`config.mk`:
```
export PLATFORM = sky130hd
export DESIGN_NAME = link_rx_buffer
export DESIGN_NICKNAME = d
export VERILOG_FILES = /design/src/rtl/link_rx_buffer.sv
export SDC_FILE = /design/constraint.sdc
export NUM_CORES = 1
export LEC_CHECK = 0
export ABC_AREA = 1
export CAP_MARGIN = 15
export CORE_AREA = 2 2 116 118
export DETAILED_ROUTE_END_ITERATION = 8
export DIE_AREA = 0 0 118 120
export PLACE_DENSITY_LB_ADDON = 0.05
export SYNTH_ARGS = -nofsm -noshare
export SYNTH_HDL_FRONTEND = slang
export SYNTH_SLANG_ARGS = --single-unit
export TNS_END_PERCENT = 50
```
`constraint.sdc`:
```
create_clock -name clk -period 2.4 [get_ports clk]
set_input_delay 0.6 -clock clk [delete_from_list [all_inputs] [get_ports clk]]
set_output_delay 0.6 -clock clk [all_outputs]
set_load 0.02 [all_outputs]
```
`src/rtl/link_rx_buffer.sv`:
```
// rtl/link_rx_buffer.sv - 4-phase receive handshake feeding a first-word-fall-through FIFO
// Optional macro LINK_RX_SYNC_EN: double-flop synchronizer on i_req_rx for an asynchronous link.
module link_rx_buffer #(
    parameter int DEPTH = 4
) (
    input  logic        clk,
    input  logic        rst,
    input  logic        en,
    input  logic [31:0] di_1_to_2,
    input  logic        i_req_rx,
    output logic        o_ack_rx,
    output logic        o_rdy_rx,
    output logic [31:0] o_data,
    output logic        o_valid,
    input  logic        i_ready,
    output logic [15:0] o_words
);
    localparam int AW = $clog2(DEPTH);
    localparam logic [AW:0] FULL_COUNT = (AW + 1)'(DEPTH);

    typedef enum logic {IDLE, ACK} state_t;

    state_t          state;
    state_t          state_nxt;
    logic [31:0]     mem [DEPTH];
    logic [AW-1:0]   wr_ptr;
    logic [AW-1:0]   rd_ptr;
    logic [AW:0]     count;
    logic [15:0]     words;
    logic            req_s;
    logic            full;
    logic            push;
    logic            pop;

`ifdef LINK_RX_SYNC_EN
    logic req_meta;
    logic req_sync;

    always_ff @(posedge clk or negedge rst) begin
        if (!rst) begin
            req_meta <= 1'b0;
            req_sync <= 1'b0;
        end else begin
            req_meta <= i_req_rx;
            req_sync <= req_meta;
        end
    end

    assign req_s = req_sync;
`else
    assign req_s = i_req_rx;
`endif

    // Full comes from the registered count, so a pop on the same edge cannot open room for a push.
    assign full = (count == FULL_COUNT);
    assign pop  = (count != '0) && i_ready;

    always_comb begin
        state_nxt = state;
        push      = 1'b0;
        case (state)
            IDLE: begin
                if (req_s && en && !full) begin
                    state_nxt = ACK;
                    push      = 1'b1;
                end
            end
            ACK: begin
                if (!req_s) begin
                    state_nxt = IDLE;
                end
            end
            default: state_nxt = IDLE;
        endcase
    end

    always_ff @(posedge clk or negedge rst) begin
        if (!rst) begin
            state  <= IDLE;
            wr_ptr <= '0;
            rd_ptr <= '0;
            count  <= '0;
            words  <= '0;
        end else begin
            state <= state_nxt;
            if (push) begin
                wr_ptr <= wr_ptr + 1'b1;
                words  <= words + 16'd1;
            end
            if (pop) begin
                rd_ptr <= rd_ptr + 1'b1;
            end
            case ({push, pop})
                2'b10:   count <= count + 1'b1;
                2'b01:   count <= count - 1'b1;
                default: count <= count;
            endcase
        end
    end

    // Storage is left unreset; o_data is gated by o_valid so stale words never show.
    always_ff @(posedge clk) begin
        if (push) begin
            mem[wr_ptr] <= di_1_to_2;
        end
    end

    assign o_ack_rx = (state == ACK);
    assign o_valid  = (count != '0);
    assign o_data   = o_valid ? mem[rd_ptr] : 32'h0;
    assign o_rdy_rx = rst && en && !full;
    assign o_words  = words;

endmodule

```
# Word-level counts from Yosys, hierarchy flattened
# Memories as Yosys holds them, arrays and structs flattened.
# Cells that the tools add are included.
# classes
addsub	5
n_eq_ne	3
muxes	8
bitwise	1
n_reduce_logical	8
# ops
cell	count
2-to-1 mux 32 bit	1
adder 16 x 1 -> 16 bit, second input constant	1
one-hot mux 3 bit (2 select lines)	1
logical AND 1 bit	5
2-to-1 mux 1 bit	5
adder 2 x 1 -> 2 bit, second input constant	2
adder 3 x 1 -> 3 bit, second input constant	1
== test 3 bit, second input constant	1
nonzero test 3 bit	1
subtractor 3 x 1 -> 3 bit, second input constant	1
== test 2 x 1 -> 1 bit, second input constant	1
== test 2 bit, second input constant	1
one-hot mux 1 bit (2 select lines)	1
nonzero test 2 bit	1
zero test 1 bit	1
NOT 1 bit	1
# totals
ff_bits	24
ram_bits	128
output_inout_bits	51
wordCells	31
n_memories	1
# memory_table
memory	depth	word_bits	read_ports	rd_clocked_by_memory_dff	write_ports	line	text
mem	4	32	1	0	1	25	logic [31:0] mem [DEPTH];

# Depth between registers and ports, before layout
# Gate-level depths: netlist of run 1.
# logic_depth
ltp_word	7
mapped_depth	10
ltp_nobuf	10

# Least setup slack after synthesis of run 1
# Ideal clock, no wire load.
# synth_timing
path_kind	input to register
startpoint	in en
endpoint	mem mem[0][0], enable pin
arrival_time_ns	2.413
t_required_ns	1.979
slack_ns	-0.434
cell_stages	5
path_buffers	1
cell_sequence	nand2_1 > nor2_1 > nand2_2 > buf_4 > nor2_1
# synth_via
elab_chain_len	6
# synth_lines
element	line	text
start, declared	8	input logic en,
logical AND 1 bit (2 in a row)	63	if (req_s && en && !full) begin
2-to-1 mux 1 bit	63	
2-to-1 mux 1 bit	61	case (state)
2-to-1 mux 1 bit	103	if (push) begin
2-to-1 mux 1 bit (implied by the code)	104	mem[wr_ptr] <= di_1_to_2;
end, declared	25	
# No other way between the ends.

# Worst setup path after layout of run 1
# layout_timing
startpoint	reg rd_ptr[1]
endpoint	out o_data[0]
# layout_via
elab_chain_len	2
# layout_lines
element	line	text
start, declared	27	logic [AW-1:0] rd_ptr;
start signal, assigned	91	rd_ptr <= rd_ptr + 1'b1;
memory read (4 x 32 bit)	-	
2-to-1 mux 32 bit	110	assign o_data = o_valid ? mem[rd_ptr] : 32'h0;
end, declared	13	output logic [31:0] o_data,
# No other way between the ends.

==> results.cfg, run 1 <==
[synthesis]
synth_nets = 581
synthCells = 537
ys_ff_latch = 152
yosysTopAreaCellShare_pct = 61.6
synth_area_leader_cell = edfxtp_1
avgSynthCellArea_um2 = 11.6
ys_warn_count = 0
yosysSeqAreaShare_pct = 71.3
ys_types = 24
synth_area_leaders = edfxtp_1, dfrtp_1, nor2_1
syn_area_um2 = 6240

[flow_run]
maxCapViolCount = 0

[placed_design]
place_congestion = 0.746
port-buffer-count = 87
numPlacedInstances = 800
hpwl_mm = 7.99

[drt]
vias_per_cell = 5.04
drc = 0
num_vias = 4198
highest_layer = met4
wl_per_cell_um = 15.8
wl_met1_mm = 5.74
route.met3.wl_um = 469
wirelength_mm = 13.2
wl_met2_mm = 6.78
dr.pass1.iters = 4
ant_nets = 0
drtIter0Drc = 310

[floorplan]
die_x_um = 118
core_area_um2 = 13000
initial_utilization_pct = 48.0
ios = 88
die_y_um = 120
dieArea_um2 = 14200
rows = 42

[power]
peakVddDrop_mv = 0.630
p_per_area_nw_per_um2 = 1230
p_leak_nw = 3.06

[critical_path]
critical_path_class = flip-flop to output port
cp-end-kind = output port
reg2regPathDepth = 11
critPathLaunchType = flip-flop
arrival_ns = 1.78
critical_path_peak_fanout = 14
rr_startpoint = count[0]
required_ns = 1.80
crit_start = rd_ptr[1]

[timing]
finalHoldViolations = 0
period_share_pct = 99.0
clock_skew_ns = 0.00652
tightest_slew_ns = 0.318
maxSlewHeadroom_pct = 78.8
grt_setup_unrepaired = true
timing.fmax_mhz = 421
setup_viol = 0
fin_crit_ns = 2.38
slew_violations = 0

[clock_tree]
clock_latency_ns = 0.42
cts_root_buf = clkbuf_16
ctsHoldBuffers = 0
cts.sink_count = 152
cts_tree = yes
numCtsBuffers = 17
cts_buffer_depth = 2
cts_max_level = 4
clk_pin_slew_ns = 0.06

[finish]
layout_commonest_cell = nor2_1
antenna_cells = 0
finish.utilization_pct = 62.2
drive_gt1_share_pct = 14.9
area_growth_pct = 29.4
instances_no_fill = 833
final_cell_mix = nor2_1, edfxtp_1, clkdlybuf4s50_1
nets = 688

[worst_hold_path]
min-delay-start = count[0]
holdPathStages = 1
hp-class = flip-flop to flip-flop

[status]
status = finished clean

[global_route]
grt_pass1_wl_mm = 21.0
grt_overflow = 0
antenna_found_initial = 0
grt_usage_pct = 19.6
grt_max_degree = 35
grt_pass1_vias = 4166
## critical path, cell delays in order (launching register included)
cell and delay [ns]:
dfrtp_1 0.41, inv_1 0.10, buf_4 0.21, nor2_1 0.12
o21ai_0 0.09, a21oi_1 0.23, buf_4 0.19
## path summary, 6_finish.rpt
path	endpoint	slack (ns)
max reg2reg	count[2]	0.27
min in group asynchronous	rd_ptr[1]	0.70
max	o_data[0]	0.02
max in group asynchronous	rd_ptr[0]	1.44
min	count[0]	0.51
min reg2reg	count[0]	0.51
## kinds of logic (layout without fill, tap and decap cells)
group / Yosys count / in the layout / synth area share (%)
DFF: 152 / 152 / 71.3
AOI/OAI and AO/OA: 100 / 100 / 8.03
xor gates and xnor gates: 11 / 11 / 1.55
buffers and inverters: 51 / 171 / 3.85
and+or+nand+nor: 216 / 216 / 13.8
adders and majority gates: 7 / 7 / 1.52
## final cells by class
type | count | area (um2)
Fill cell | 1065 | 4910
Clock inverter | 15 | 199
Multi-Input combinational cell | 334 | 1580
Inverter | 27 | 101
Tap cell | 176 | 220
Clock buffer | 17 | 425
Timing Repair Buffer | 112 | 1100
Sequential cell | 152 | 4450
## where the power goes
part	switching (mW)	internal [mW]
Clock	1.05	1.74
Sequential	0.149	3.17
Combinational	2.35	1.43
Total	3.55	6.34
## cells in the mapped netlist
cell,count
xor2_1,8
nand3_1,8
inv_2,1
nor2_4,1
nand4_1,1
fa_1,1
o21ai_0,41
a21oi_1,33
nand2_1,51
buf_6,4
xnor2_1,3
nand2_2,1
clkbuf_1,9
ha_1,6
o21ai_1,26
nand3b_1,6
and3_1,1
dfrtp_1,24
nor2_1,146
buf_4,2
nor3_1,1
buf_2,9
inv_1,26
edfxtp_1,128
## layer usage
| metal | vias up | global-route usage (%) |
|---|---|---|
| met3 | 17 | 4.56 |
| met2 | 82 | 34.1 |
| li1 | 2047 | - |
| met4 | 0 | 7.45 |
| met5 | - | 0 |
| met1 | 2052 | 23.8 |
## registers in the layout, indices dropped and copies added (netlist names)
name      cells
mem         128
o_words      16
count         3
rd_ptr        2
wr_ptr        2
o_ack_rx      1
## through the flow
stage / worst slack, ns / instance area [um2] / total power, mW / setup TNS, ns / hold slack [ns]
after floorplan: -0.434 / 6240 / 5.68 / -55.56 / 0.304
after global placement: -0.136 / 7590 / 7.49 / -0.136 / 0.474
after detailed placement: -0.143 / 7590 / 7.55 / -0.143 / 0.495
after CTS: 0.00143 / 8200 / 10.2 / 0 / 0.513
after global routing: -0.0300 / 8070 / 10.4 / -0.0435 / 0.535
final: 0.0233 / 8070 / 9.89 / 0 / 0.508
## repair_timing
item	4_1_cts	5_1_grt
endpoints found under the hold margin	0	0
buffers inserted	1	0
gates resized for setup	99	32
setup endpoints to repair	33	28
pin swaps	0	2
Note: power is estimated with default switching activity, not from simulation.
==> inputs of run 2 (changes only) <==
==> constraint.sdc (replaced) <==
create_clock -name clk -period 2.4 [get_ports clk]
set_input_delay 0.6 -clock clk [delete_from_list [all_inputs] [get_ports clk]]
set_output_delay 0.6 -clock clk [all_outputs]
set_load 0.1 [all_outputs]
==> run 2 against run 1 <==
Compared with the run above: wire length up 12%; global-route usage up 0.67 points; highest routed layer unchanged; register-to-register slack better by 0.21 ns; critical endpoint is now o_data[2]; the run now ends with setup timing left.
==> results.cfg, run 2 (synthesis gave the netlist of run 1 again) <==
[clock_tree]
numCtsBuffers = 17
ctsHoldBuffers = 0
cts_tree = yes
cts_max_level = 4
clk_pin_slew_ns = 0.06
clock_latency_ns = 0.43
cts_buffer_depth = 2
cts.sink_count = 152
cts_root_buf = clkbuf_16

[status]
violations = setup timing
status = finished, violations left

[critical_path]
arrival_ns = 1.81
reg2regPathDepth = 10
cp_slowest_stage_delay_ns = 0.42
critical_path_peak_fanout = 8
rr_startpoint = count[0]
cp_cell_sequence = buf_12 -> inv_8 -> buf_6 -> o21ai_1 -> a21oi_4 -> buf_12
critical_path_class = flip-flop to output port
slowest_stage = dfrtp_2
worst-path-buf-inv = 4
critPathLaunchType = flip-flop
required_ns = 1.80
cp_common_cell = buf_12
cp-end-kind = output port
ff2ff_setup_slack_ns = 0.48
crit_family = buffers and inverters
r2r_end = count[2]

[finish]
largest_register_ffs = 128
nets = 697
multi_input_area_um2 = 1980
layout_commonest_cell = nor2_1
regMostFlops = mem
regArea_um2 = 4450
area_growth_pct = 45.3
final_cell_mix = nor2_1, edfxtp_1, o21ai_1
instances_no_fill = 843
drive_gt1_share_pct = 24.8
fillers = 928

[drt]
wl_per_cell_um = 17.4
wirelength_mm = 14.7
highest_layer = met4
drc = 0
drtIter0Drc = 245
route.met3.wl_um = 763
num_vias = 4340
wl_met1_mm = 6.46
wl_met2_mm = 7.15
vias_per_cell = 5.15
ant_nets = 0
dr.pass1.iters = 4

[timing]
setup_slack_ns = -0.00525
clock_skew_ns = 0.0109
maxSlewHeadroom_pct = 78.9
finalHoldViolations = 0
tightest_slew_ns = 0.316
fin_crit_ns = 2.41
grt_setup_unrepaired = true
period_share_pct = 100
slew_violations = 0
setup_viol = 1
timing.fmax_mhz = 416

[worst_hold_path]
min_to = o_words[15]
min-delay-start = o_words[15]
hp-class = flip-flop to flip-flop
holdPathStages = 2

[global_route]
grt_pass1_wl_mm = 21.8
grt_max_degree = 33
grt_pass1_vias = 4259
grt_usage_pct = 20.2
antenna_found_initial = 1
grt_overflow = 0

[floorplan]
ios = 88
rows = 42
dieArea_um2 = 14200
core_area_um2 = 13000
die_y_um = 120
die_x_um = 118
initial_utilization_pct = 48.0

[placed_design]
place_congestion = 0.755
port-buffer-count = 87
numPlacedInstances = 797
hpwl_mm = 7.91

[flow_run]
maxCapViolCount = 0
==> run 2: cell types whose count changed in the layout (fill, tap and decap cells not counted), moves of 4 or more <==
| cell | change |
|---|---|
| buf_6 | +4 |
| o21ai_2 | +7 |
| buf_4 | +12 |
| clkdlybuf4s50_1 | -18 |
| buf_2 | -22 |
| a21oi_1 | -32 |
| clkbuf_2 | -5 |
| a21oi_4 | +32 |
| o21ai_0 | -37 |
| buf_12 | +29 |
| clkbuf_16 | +7 |
| o21ai_1 | +30 |
==> run 2: how the worst max path moves through the flow <==
stage          startpoint          to  slack (ns)  depth (start not counted)
2_1_floorplan    o_ack_rx   mem[0][0]       -0.16                          4
3_3_place_gp      i_ready    count[2]        0.05                          9
3_5_place_dp      i_ready    count[2]        0.02                          9
4_1_cts         rd_ptr[0]  o_data[17]       -0.07                          6
5_1_grt         rd_ptr[0]   o_data[1]       -0.07                          7
6_report        rd_ptr[0]   o_data[2]      -0.005                          6
==> run 2: worst min-delay path, cell delays in order (launching register included) <==
cell and delay (ns):
dfrtp_1 0.37, nand2_1 0.06, nand2_1 0.06
==> run 2: cell type report <==
cell class / instances / share of cell area [%]
repair buffers: 121 / 19.3
multi-input cells: 334 / 21.9
clock buffers: 17 / 4.69
diodes: 1 / 0.0276
well taps: 176 / 2.43
clock inverters: 15 / 1.42
inverters: 27 / 1.23
flip-flops and latches: 152 / 49.1
==> run 2: through the flow <==
| stage | setup WS (ns) | util, % | setup TNS [ns] | hold slack, ns | instance area (um2) |
|---|---|---|---|---|---|
| 2_1_floorplan | -0.156 | - | -20.05 | 0.304 | 6610 |
| 3_3_place_gp | 0.0458 | 62.7 | 0 | 0.474 | 8140 |
| 3_5_place_dp | 0.0240 | 62.7 | 0 | 0.505 | 8140 |
| 4_1_cts | -0.0735 | 67.6 | -1.15 | 0.523 | 8770 |
| 5_1_grt | -0.0735 | 69.8 | -1.06 | 0.546 | 9060 |
| 6_report | -0.00525 | 69.8 | -0.00525 | 0.514 | 9060 |
==> run 2: per-layer routing <==
metal,global-route usage [%],vias up
met5,0,-
met3,4.56,35
met2,31.5,127
li1,-,2079
met4,10.7,0
met1,26.8,2099
==> run 2: timing repair <==
action	CTS	global route
resized for setup	7	56
pin swaps	0	8
cloned	2	8
endpoints found under the setup margin	32	31
setup buffers	1	2
Power of run 2 is not shown: default switching activity piles up to over one toggle a cycle in this logic, so the estimate is an artifact.
==> inputs of run 3 (changes only) <==
- CELL_PAD_IN_SITES_DETAIL_PLACEMENT: unset -> 0
- CELL_PAD_IN_SITES_GLOBAL_PLACEMENT: unset -> 1
- CORE_AREA: 2 2 116 118 -> 2 2 130 132
- DIE_AREA: 0 0 118 120 -> 0 0 132 134
==> run 3 against run 2 <==
Compared with the run above: the run now ends clean; via count down 1.1%; worst hold slack lost 0.0071 ns; critical path depth unchanged; register-to-register slack got worse by 0.09 ns; worst setup slack improved by 0.011 ns; first-iteration DRC count decreased by 22%; sequential share of layout area is 0.12 points higher; design area fell by 0.23%; core utilization is 14 points lower; clock-buffer cell count is 4 higher; die area rose by 25%; maximum frequency rose by 0.44%; critical endpoint is now o_data[0].
==> results.cfg, run 3 (synthesis gave the netlist of run 1 again) <==
[floorplan]
die_y_um = 134
core_area_um2 = 16300
die_x_um = 132
ios = 88
initial_utilization_pct = 38.3
rows = 47
dieArea_um2 = 17700

[finish]
fillers = 1350
final_cell_mix = nor2_1, edfxtp_1, o21ai_1
drive_gt1_share_pct = 24.9
final_area_um2 = 9040
regMostFlops = mem
antenna_cells = 0
layout_commonest_cell = nor2_1
instances_no_fill = 888
area_growth_pct = 45.0
nets = 699
largest_register_ffs = 128
finish.utilization_pct = 55.5

[global_route]
grt_usage_pct = 17.5
antenna_found_initial = 0
grt_max_degree = 31
grt_pass1_wl_mm = 23.4
grt_overflow = 0
grt_pass1_vias = 4475

[drt]
ant_nets = 0
num_vias = 4293
wl_met2_mm = 7.71
wl_per_cell_um = 16.7
dr.pass1.iters = 4
drc = 0
wirelength_mm = 14.8
drtIter0Drc = 191
vias_per_cell = 4.83
wl_met1_mm = 6.33
route.met3.wl_um = 590
highest_layer = met4

[clock_tree]
cts_tree = yes
numCtsBuffers = 17
cts.sink_count = 152
cts_root_buf = clkbuf_16
clk_pin_slew_ns = 0.06
cts_max_level = 4
clock_latency_ns = 0.42
cts_buffer_depth = 2

[placed_design]
numPlacedInstances = 846
place_congestion = 0.734
pre_cts_ws_ns = -0.0189
port-buffer-count = 87
hpwl_mm = 9.02
placed_cell_area_um2 = 8220

[timing]
grt_setup_unrepaired = true
tightest_slew_ns = 0.309
setup_slack_ns = 0.00541
period_share_pct = 99.8
setup_viol = 0
finalHoldViolations = 0
slew_violations = 0
fin_crit_ns = 2.39
maxSlewHeadroom_pct = 79.4
timing.fmax_mhz = 418
clock_skew_ns = 0.00614

[critical_path]
cp_num_cells = 6
cp-end-kind = output port
cp_slowest_stage_delay_ns = 0.42
arrival_ns = 1.79
critical_path_class = flip-flop to output port
slowest_stage = dfrtp_2
cp_cell_sequence = buf_12 -> inv_8 -> buf_12 -> o21ai_1 -> a21oi_4 -> buf_12
reg2regPathDepth = 10
rr_startpoint = count[1]
required_ns = 1.80
worst-path-buf-inv = 4
critPathLaunchType = flip-flop
critical_path_peak_fanout = 17
crit_family = buffers and inverters
ff2ff_setup_slack_ns = 0.39
r2r_end = count[2]
cp_common_cell = buf_12

[worst_hold_path]
holdPathStages = 2
min_to = o_words[15]
min-delay-start = o_words[15]
hp-class = flip-flop to flip-flop

[status]
status = finished clean

[flow_run]
maxCapViolCount = 0
[run 3: stage by stage]
step                      TNS [ns]  hold WS (ns)
after global routing        -0.683         0.539
after floorplan             -20.05         0.304
after global placement           0         0.482
final                            0         0.507
after CTS                   -0.675         0.516
after detailed placement   -0.0189         0.484
[run 3: final cells by class]
class	count	area, um2	share of cell area [%]
repair buffers	123	1640	18.1
well taps	220	275	3.04
clock inverters	11	130	1.44
multi-input cells	334	2000	22.1
flip-flops and latches	152	4450	49.2
inverters	27	114	1.26
clock buffers	21	440	4.87
[run 3: worst min-delay path, stage by stage, from the launching register on]
cell     delay [ns]
dfrtp_1        0.37
nand2_1        0.06
nand2_1        0.05
[run 3: worst max-delay path by stage]
stage          startpoint         end  slack, ns
2_1_floorplan    o_ack_rx   mem[0][0]      -0.16
3_3_place_gp      i_ready    count[2]       0.01
3_5_place_dp      i_ready    count[2]      -0.02
4_1_cts         rd_ptr[0]   o_data[7]      -0.04
5_1_grt         rd_ptr[0]  o_data[19]      -0.07
6_report        rd_ptr[0]   o_data[0]      0.005
[run 3: layer usage]
layer	track usage [%]	vias to the layer above
li1	-	2077
met1	21.4	2114
met2	30.3	88
met3	4.20	14
met4	6.10	0
met5	0	-
[run 3: timing repair]
action / in CTS / in global routing
pin swaps: 2 / 15
buffers inserted: 4 / 2
cloned: 2 / 3
hold endpoints to repair: 0 / 0
hold buffers: 0 / 0
setup endpoints to repair: 32 / 32
resized for setup: 35 / 34
Power of run 3 is left out for the same reason.
